**src/rtl/imem_loader_if.sv**
```systemverilog
// Byte-stream input and instruction-memory write port of the image loader.
// The master modport is the stream source and memory side; the slave is the loader.
interface imem_loader_if;
    logic [7:0]  in_data;
    logic        in_valid;
    logic        in_ready;
    logic        mem_we;
    logic [31:0] mem_addr;
    logic [31:0] mem_wdata;

    modport master (
        output in_data,
        output in_valid,
        input  in_ready,
        input  mem_we,
        input  mem_addr,
        input  mem_wdata
    );

    modport slave (
        input  in_data,
        input  in_valid,
        output in_ready,
        output mem_we,
        output mem_addr,
        output mem_wdata
    );
endinterface

```
**src/rtl/imem_loader.sv**
```systemverilog
// Boot loader: parses a framed byte stream into big-endian words, writes them
// to instruction memory and releases the core only after a verified checksum.
module imem_loader #(
    parameter logic [31:0] BASE_ADDR = 32'h0000_0000,
    parameter int          MAX_WORDS = 256
) (
    input  logic          clk,
    input  logic          reset,
    imem_loader_if.slave  bus,
    output logic          cpu_reset_n,
    output logic          done,
    output logic          error,
    output logic [15:0]   words_loaded
);
    typedef enum logic [2:0] {
        IDLE, CNT_HI, CNT_LO, DATA, CSUM, DONE, ERROR
    } state_t;

    localparam logic [16:0] MAXW = 17'(MAX_WORDS);

    state_t      state_q, state_d;
    logic        live;
    logic        we_q;
    logic [31:0] addr_q;
    logic [31:0] wdata_q;
    logic [15:0] cnt_q;
    logic [7:0]  xsum_q;
    logic [23:0] word_q;
    logic [1:0]  bidx_q;
    logic [15:0] wl_q;

    logic        take;
    logic        waiting;
    logic        start;
    logic        word_end;
    logic [15:0] cnt_full;

    assign take     = bus.in_valid & bus.in_ready;
    assign waiting  = (state_q == IDLE) || (state_q == DONE) ||
                      (state_q == ERROR);
    assign start    = waiting && take && (bus.in_data == 8'hA5);
    assign word_end = take && (state_q == DATA) && (bidx_q == 2'd3);
    assign cnt_full = {cnt_q[15:8], bus.in_data};

    always_comb begin
        state_d = state_q;
        unique case (state_q)
            IDLE, DONE, ERROR: begin
                if (start) state_d = CNT_HI;
            end
            CNT_HI: begin
                if (take) state_d = CNT_LO;
            end
            CNT_LO: begin
                if (take) begin
                    if ({1'b0, cnt_full} > MAXW) state_d = ERROR;
                    else if (cnt_full == 16'd0)  state_d = CSUM;
                    else                         state_d = DATA;
                end
            end
            DATA: begin
                if (word_end && (wl_q + 16'd1 == cnt_q)) state_d = CSUM;
            end
            CSUM: begin
                if (take) begin
                    state_d = (bus.in_data == xsum_q) ? DONE : ERROR;
                end
            end
            default: state_d = IDLE;
        endcase
    end

    always_ff @(posedge clk or negedge reset) begin
        if (!reset) begin
            state_q <= IDLE;
            live    <= 1'b0;
            we_q    <= 1'b0;
            addr_q  <= BASE_ADDR;
            wdata_q <= 32'd0;
            cnt_q   <= 16'd0;
            xsum_q  <= 8'd0;
            word_q  <= 24'd0;
            bidx_q  <= 2'd0;
            wl_q    <= 16'd0;
        end else begin
            state_q <= state_d;
            live    <= 1'b1;
            we_q    <= 1'b0;
            if (start) begin
                xsum_q <= 8'd0;
                wl_q   <= 16'd0;
                bidx_q <= 2'd0;
            end else if (take) begin
                unique case (state_q)
                    CNT_HI: begin
                        cnt_q[15:8] <= bus.in_data;
                        xsum_q      <= xsum_q ^ bus.in_data;
                    end
                    CNT_LO: begin
                        cnt_q[7:0] <= bus.in_data;
                        xsum_q     <= xsum_q ^ bus.in_data;
                    end
                    DATA: begin
                        word_q <= {word_q[15:0], bus.in_data};
                        xsum_q <= xsum_q ^ bus.in_data;
                        bidx_q <= bidx_q + 2'd1;
                        if (bidx_q == 2'd3) begin
                            we_q    <= 1'b1;
                            wdata_q <= {word_q, bus.in_data};
                            addr_q  <= BASE_ADDR + {14'd0, wl_q, 2'b00};
                            wl_q    <= wl_q + 16'd1;
                        end
                    end
                    default: ;
                endcase
            end
        end
    end

    // One back-pressure cycle per word: no byte is taken while the write issues.
    assign bus.in_ready  = live & ~we_q;
    assign bus.mem_we    = we_q;
    assign bus.mem_addr  = addr_q;
    assign bus.mem_wdata = wdata_q;
    assign done          = (state_q == DONE);
    assign cpu_reset_n   = (state_q == DONE);
    assign error         = (state_q == ERROR);
    assign words_loaded  = wl_q;
endmodule

```
**src/flat_wrapper.sv**
```systemverilog
// flat-port wrapper written by rule: the top's interface ports become plain ports
module imem_loader_flat 
#(
    parameter logic [31:0] BASE_ADDR = 32'h0000_0000,
    parameter int          MAX_WORDS = 256
)
  (clk, reset, cpu_reset_n, done, error, words_loaded, bus_in_data, bus_in_valid, bus_in_ready, bus_mem_we, bus_mem_addr, bus_mem_wdata);
  imem_loader_if bus_i ();
  input  logic clk;
  input  logic reset;
  output logic cpu_reset_n;
  output logic done;
  output logic error;
  output logic [15:0] words_loaded;
  input wire logic [$bits(bus_i.in_data)-1:0] bus_in_data;
  input wire logic [$bits(bus_i.in_valid)-1:0] bus_in_valid;
  output wire logic [$bits(bus_i.in_ready)-1:0] bus_in_ready;
  output wire logic [$bits(bus_i.mem_we)-1:0] bus_mem_we;
  output wire logic [$bits(bus_i.mem_addr)-1:0] bus_mem_addr;
  output wire logic [$bits(bus_i.mem_wdata)-1:0] bus_mem_wdata;
  assign bus_i.in_data = bus_in_data;
  assign bus_i.in_valid = bus_in_valid;
  assign bus_in_ready = bus_i.in_ready;
  assign bus_mem_we = bus_i.mem_we;
  assign bus_mem_addr = bus_i.mem_addr;
  assign bus_mem_wdata = bus_i.mem_wdata;
  imem_loader #(.BASE_ADDR(BASE_ADDR), .MAX_WORDS(MAX_WORDS)) u_core (.clk(clk), .reset(reset), .bus(bus_i), .cpu_reset_n(cpu_reset_n), .done(done), .error(error), .words_loaded(words_loaded));
endmodule
```
**config.mk**
```make
export PLATFORM = sky130hd
export DESIGN_NAME = imem_loader_flat
export DESIGN_NICKNAME = d
export VERILOG_FILES = /design/src/rtl/imem_loader_if.sv /design/src/rtl/imem_loader.sv /design/src/flat_wrapper.sv
export SDC_FILE = /design/constraint.sdc
export NUM_CORES = 1
export LEC_CHECK = 0
export ABC_CLOCK_PERIOD_IN_PS = 6200
export CAP_MARGIN = 25
export CORE_MARGIN = 1
export CORE_UTILIZATION = 35
export CTS_CLUSTER_DIAMETER = 60
export CTS_CLUSTER_SIZE = 12
export DETAILED_ROUTE_END_ITERATION = 8
export PLACE_DENSITY = 0.68
export SYNTH_ARGS = -nofsm -noshare
export SYNTH_HDL_FRONTEND = slang
export SYNTH_SLANG_ARGS = --single-unit
```
**constraint.sdc**
```tcl
create_clock -name clk -period 6.2 [get_ports clk]
set_clock_uncertainty 0.05 [all_clocks]
set_input_delay 0.62 -clock clk [delete_from_list [all_inputs] [get_ports clk]]
set_output_delay 0.62 -clock clk [all_outputs]
set_load 0.01 [all_outputs]
```
* Word-level counts from Yosys, hierarchy flattened
Cells that the tools add are included.
Cells by class: magnitude comparators 1, add/subtract/negate cells 2, bitwise operators 5, mux-type cells 23, reductions and logical operators 23, eq/ne operators 15
Operator list (count):
- $mux W16 | 4
- $mux W8 | 3
- $mux W3 | 7
- $add A16 B1 Y16 const B | 1
- $eq A16 B16 Y1 | 1
- $gt A16 B9 Y1 const B | 1
- $logic_not A16 Y1 | 1
- $pmux W3 S5 | 1
- $reduce_and A3 Y1 | 4
- $eq A3 B3 Y1 const B | 3
- $eq A8 B8 Y1 | 1
- $eq A8 B8 Y1 const B | 1
- $mux W2 | 4
- $ne A2 B1 Y1 const B | 4
- $reduce_bool A2 Y1 | 4
- $xor A8 B8 Y8 | 1
- $eq A3 B2 Y1 const B | 2
- $reduce_or A3 Y1 | 2
- $logic_and A1 B1 Y1 | 5
- $reduce_and A5 Y1 | 1
- $mux W1 | 4
- $reduce_and A2 Y1 | 2
- $reduce_and A4 Y1 | 1
- $eq A3 B1 Y1 const B | 1
- other kinds (7) | 10
Storage, ports and cells: register bits 119, logic and storage cells 80, output and inout port bits 85, input port bits 11

* Logic depth before layout (Yosys ltp)
depth in word-level cells 8, depth in mapped cells 10, mapped depth without buffers 9

* Worst setup path before layout
No wires, ideal clock.
path kind flip-flop to flip-flop, start register u_core.wl_q[0], in the netlist u_core.words_loaded[0], end register u_core.state_q[1], slack 3.959 ns, required time 6.026 ns, cell stages (with the launch flop) 10, data arrival time 2.067 ns, buffers on the path 1, cells stage by stage dfrtp_1 -> ha_1 -> clkbuf_2 -> nand4_2 -> nor4_4 -> mux2i_1 -> a211oi_2 -> and4_4 -> o21ai_1 -> o21bai_1
On the way: word-level cells in the longest chain between the ends 5
Ends and longest elaborated chain:
- from (decl) | RTL line imem_loader.sv:30 | logic [15:0] wl_q;
- from (signal assigned) | RTL line imem_loader.sv:111 | wl_q <= wl_q + 16'd1;
- $add A16 B1 Y16 | RTL line imem_loader.sv:62 | if (word_end && (wl_q + 16'd1 == cnt_q)) state_d = CSUM;
- $eq A16 B16 Y1 | RTL line imem_loader.sv:62
- $logic_and A1 B1 Y1 | RTL line imem_loader.sv:62
- $ne A2 B2 Y1 (no line)
- $reduce_and A5 Y1 (no line)
- to (signal assigned) | RTL line imem_loader.sv:86 | state_q <= state_d;
- to (decl) | RTL line imem_loader.sv:21 | state_t state_q, state_d;
Every way passes these cells. A chain may end at the register's enable or synchronous reset.

* Final worst setup path
start input port bus_in_valid, end register u_core.state_q[1]
On the way: word-level cells in the longest chain between the ends 6
Ends and longest elaborated chain:
- from (decl) | RTL line flat_wrapper.sv:16 | input wire logic [$bits(bus_i.in_valid)-1:0] bus_in_valid;
- $and A1 B1 Y1 * | RTL line imem_loader.sv:38 | assign take = bus.in_valid & bus.in_ready;
- $logic_and A1 B1 Y1 (2 in a row) | RTL line imem_loader.sv:42 | assign word_end = take && (state_q == DATA) && (bidx_q == 2'd3);
- $logic_and A1 B1 Y1 | RTL line imem_loader.sv:62
- $ne A2 B2 Y1 (no line)
- $reduce_and A5 Y1 (no line) *
Every way passes the cells marked *; elsewhere a longest branch is shown, timed or not.

==> impl_metrics.env <==
export IMPL_drt_total_wl_mm=13.89
export IMPL_ys_flop_type="dfrtp_1"
export IMPL_globalRouteOverflowTotal=0
export IMPL_whs_ns=0.1885
export IMPL_num_rows=46
export IMPL_ctsResizeCount=0
export IMPL_clock_path_buffers=2
export IMPL_fin_crit_sh_pct=64.14
export IMPL_ys_seq_elements=119
export IMPL_num_nets_final=671
export IMPL_reg2reg_depth=11
export IMPL_synth_area_leaders="dfrtp_1 (51%), nand2_1 (11%), mux2_2 (7.4%)"
export IMPL_p_int_mw=2.119
export IMPL_grtUsageTotal_pct=17.53
export IMPL_p_sw_share_pct=31.31
export IMPL_place_congestion=0.8696
export IMPL_holdCritPathClass="input port to asynchronous set/reset pin"
export IMPL_synth_top_cell_area_share_pct=51.18
export IMPL_grt_max_degree=72
export IMPL_max_slew_margin_pct=35.72
export IMPL_drv_slew=0
export IMPL_post_cts_buffers=0
export IMPL_place_inst=855
export IMPL_max_cap_viol_count=0
export IMPL_drive_gt1_share_pct=13.11
export IMPL_fill_cells=1500
export IMPL_root_buffer="clkbuf_16"
export IMPL_postCtsHoldBufs=0
export IMPL_dpl_hpwl_mm=9.064
export IMPL_pwr_share_comb_pct=26.6
export IMPL_ys_types=63
export IMPL_crit_path_start_kind="input port"
export IMPL_cp_startpoint="bus_in_valid"
export IMPL_synthArstFlopShare_pct=100.0
export IMPL_crit_end="u_core.state_q[1]$_DFFE_PN0P_"
export IMPL_stdcell_area_sq_um=7264
export IMPL_p_total_mw=3.085
export IMPL_drc_errors=0
export IMPL_rsz0062_at_grt="false"
export IMPL_required_ns=6.44
export IMPL_ioPinCount=96
export IMPL_synth_edf_count=0
export IMPL_ys_seq_area_share_pct=51.18
export IMPL_syn_area_per_cell_sq_um=9.697
export IMPL_worst_path_max_fanout=70
export IMPL_die_area_sq_um=17140
export IMPL_h_tree_depth=4
export IMPL_grt_first_pass_wirelength_mm=22.79
export IMPL_antenna_found_initial=1
export IMPL_finalWorstSetupSlack_ns=2.223
export IMPL_synth_common_cells="nand2_1 (166), dfrtp_1 (119), mux2_2 (38)"
export IMPL_cts_tree="yes"
export IMPL_clock_sinks=119
export IMPL_start_util_pct=36.23
export IMPL_via_per_inst=5.081
export IMPL_r2r_start="u_core.state_q[0]$_DFFE_PN0P_"
export IMPL_ys_warn_count=0
export IMPL_post_dp_cell_area_sq_um=6661
export IMPL_io_buffer_count=79
export IMPL_yosys_area_top_type="dfrtp_1"
export IMPL_status="finished, final reports clean"
export IMPL_p_clk_share_pct=32.4
export IMPL_worstReg2RegEnd="u_core.state_q[1]$_DFFE_PN0P_"
export IMPL_multi_input_area_sq_um=2576
export IMPL_drt_initial_drc_count=328
export IMPL_regArea_sq_um=2978
export IMPL_clkTransAtPathRegs_ns=0.05
export IMPL_insertion_delay_ns=0.41
export IMPL_dieHeight_um=130.9
export IMPL_final_cells=888
export IMPL_finalSetupViolations=0
export IMPL_leakage_nw=3.232
export IMPL_place_ws_ns=1.799
export IMPL_area_delta_synth_final_pct=24.86
export IMPL_drt_pass1_iter_count=5
export IMPL_core_area_sq_um=16060
export IMPL_num_vias=4512
export IMPL_seq_power_share_pct=41.0
export IMPL_power_switching_uw=966.1
export IMPL_worstMarginPinSlew_ns=0.9628
export IMPL_min_period_ns=3.977
export IMPL_hold_violations=0
export IMPL_cp_arrival_ns=4.21
export IMPL_ff2ff_setup_slack_ns=2.41
export IMPL_routedWlPerCell_um=15.64
export IMPL_ant_nets=0
export IMPL_yosysMostFrequentCell="nand2_1"
export IMPL_grt_pass1_vias=4451
export IMPL_postLayoutCoreUtil_pct=45.24
export IMPL_die_x_um=130.9
export IMPL_cts_buffers_inserted=17
export IMPL_crit_path_end_kind="register"
export IMPL_fmax_ghz=0.2514
export IMPL_p_per_area_nw_per_um2=424.7
export IMPL_irDropWorstVdd_uv=250.0
export IMPL_tns_ns=0
export IMPL_netlist_instances=600
export IMPL_worstSetupPathType="input port to register"
export IMPL_syn_area_sq_um=5818
-- state kept, by name (all words and copies together) (netlist names), 2 cells and up --
register              count
u_core.cnt_q             16
u_core.xsum_q             8
u_core.bidx_q             2
u_core.state_q            3
u_core.words_loaded      16
u_core.bus.mem_addr      16
u_core.word_q            24
u_core.bus.mem_wdata     32
-- power groups by stage --
| stage | logic (mW) | registers [mW] | clock network, mW |
|---|---|---|---|
| detailed placement | 0.826 | 1.27 | 0 |
| global route | 0.906 | 1.30 | 1.05 |
| finish | 0.821 | 1.26 | 0.999 |
| floorplan | 0.556 | 1.22 | 0 |
| CTS | 0.833 | 1.26 | 1.01 |
| global placement | 0.799 | 1.26 | 0 |
-- worst min-delay path by stage --
stage,cells past startpoint,start,slack (ns),endpoint
after floorplan,0,reset,0.27,u_core.bidx_q[0]$_DFFE_PN0P_
after global placement,2,u_core.word_q[17]$_DFFE_PN0P_,0.40,u_core.bus.mem_wdata[25]$_DFFE_PN0P_
after detailed placement,2,u_core.word_q[17]$_DFFE_PN0P_,0.41,u_core.bus.mem_wdata[25]$_DFFE_PN0P_
after CTS,1,reset,0.20,u_core.bus.mem_addr[12]$_DFFE_PN0P_
after global routing,1,reset,0.23,u_core.bus.mem_addr[12]$_DFFE_PN0P_
final,1,reset,0.19,u_core.bus.mem_addr[12]$_DFFE_PN0P_
-- routing by layer --
| layer | vias to the layer above | share of wire, % | GRT usage [%] | wire length, um |
|---|---|---|---|---|
| li1 | 2109 | - | - | - |
| met1 | 2251 | 45 | 22.31 | 6282 |
| met2 | 132 | 48 | 28.23 | 6620 |
| met3 | 20 | 5.3 | 5.171 | 736 |
| met4 | 0 | 1.8 | 6.423 | 249 |
| met5 | - | 0 | 0 | 0 |
-- layout by cell type (no fill, tap or decap), types with 3 or more instances in the layout --
cell type        instances
clkdlybuf4s50_1         78
nor2_1                  28
nand3_1                 10
nor2b_1                  4
and2_1                   3
o21ai_0                 28
nand2_1                165
nor4_1                   6
a31oi_1                  8
conb_1                  17
a21oi_1                  8
nand4_1                  6
mux2_2                  38
or4_1                    3
clkbuf_1                 3
xnor2_1                 21
clkbuf_16               17
mux2_1                   3
inv_1                    4
dfrtp_1                119
xor2_1                  11
nor3_1                   8
and3_1                   5
buf_4                    5
clkinv_4                 4
nor3b_1                  3
o31ai_1                 11
bufinv_16                3
-- kinds of logic (layout without fill, tap and decap cells) --
group                      count (synthesis)  count (layout)  share of synthesized area (%)
AOI/OAI and AO/OA                         77              77                          8.817
xor gates and xnor gates                  32              32                          4.817
adders and majority gates                  2               2                         0.4300
buffers and inverters                     64             120                          5.634
DFF                                      119             119                          51.18
muxes                                     43              43                          8.280
other                                      2              18                         0.1291
and+or+nand+nor                          261             261                          20.71
-- critical path: stages --
cell and delay (ns):
clkdlybuf4s50_1 0.48, nand3b_1 0.24, nor3_2 0.23, buf_4 0.36, nand2_2 0.08, buf_4 0.32
inv_2 0.81, nand4_1 0.21, a2111oi_2 0.26, and4_4 0.30, o21ai_1 0.07, o21bai_1 0.15
-- area by class of cell --
| class | count | area share (%) |
|---|---|---|
| Timing Repair Buffer | 83 | 11.26 |
| Inverter | 5 | 0.2584 |
| Tap cell | 216 | 3.720 |
| Sequential cell | 119 | 40.99 |
| Antenna cell | 1 | 0.03445 |
| Clock buffer | 21 | 6.200 |
| Multi-Input combinational cell | 432 | 35.46 |
| Clock inverter | 11 | 2.067 |
(Power assumes the default switching activity.)
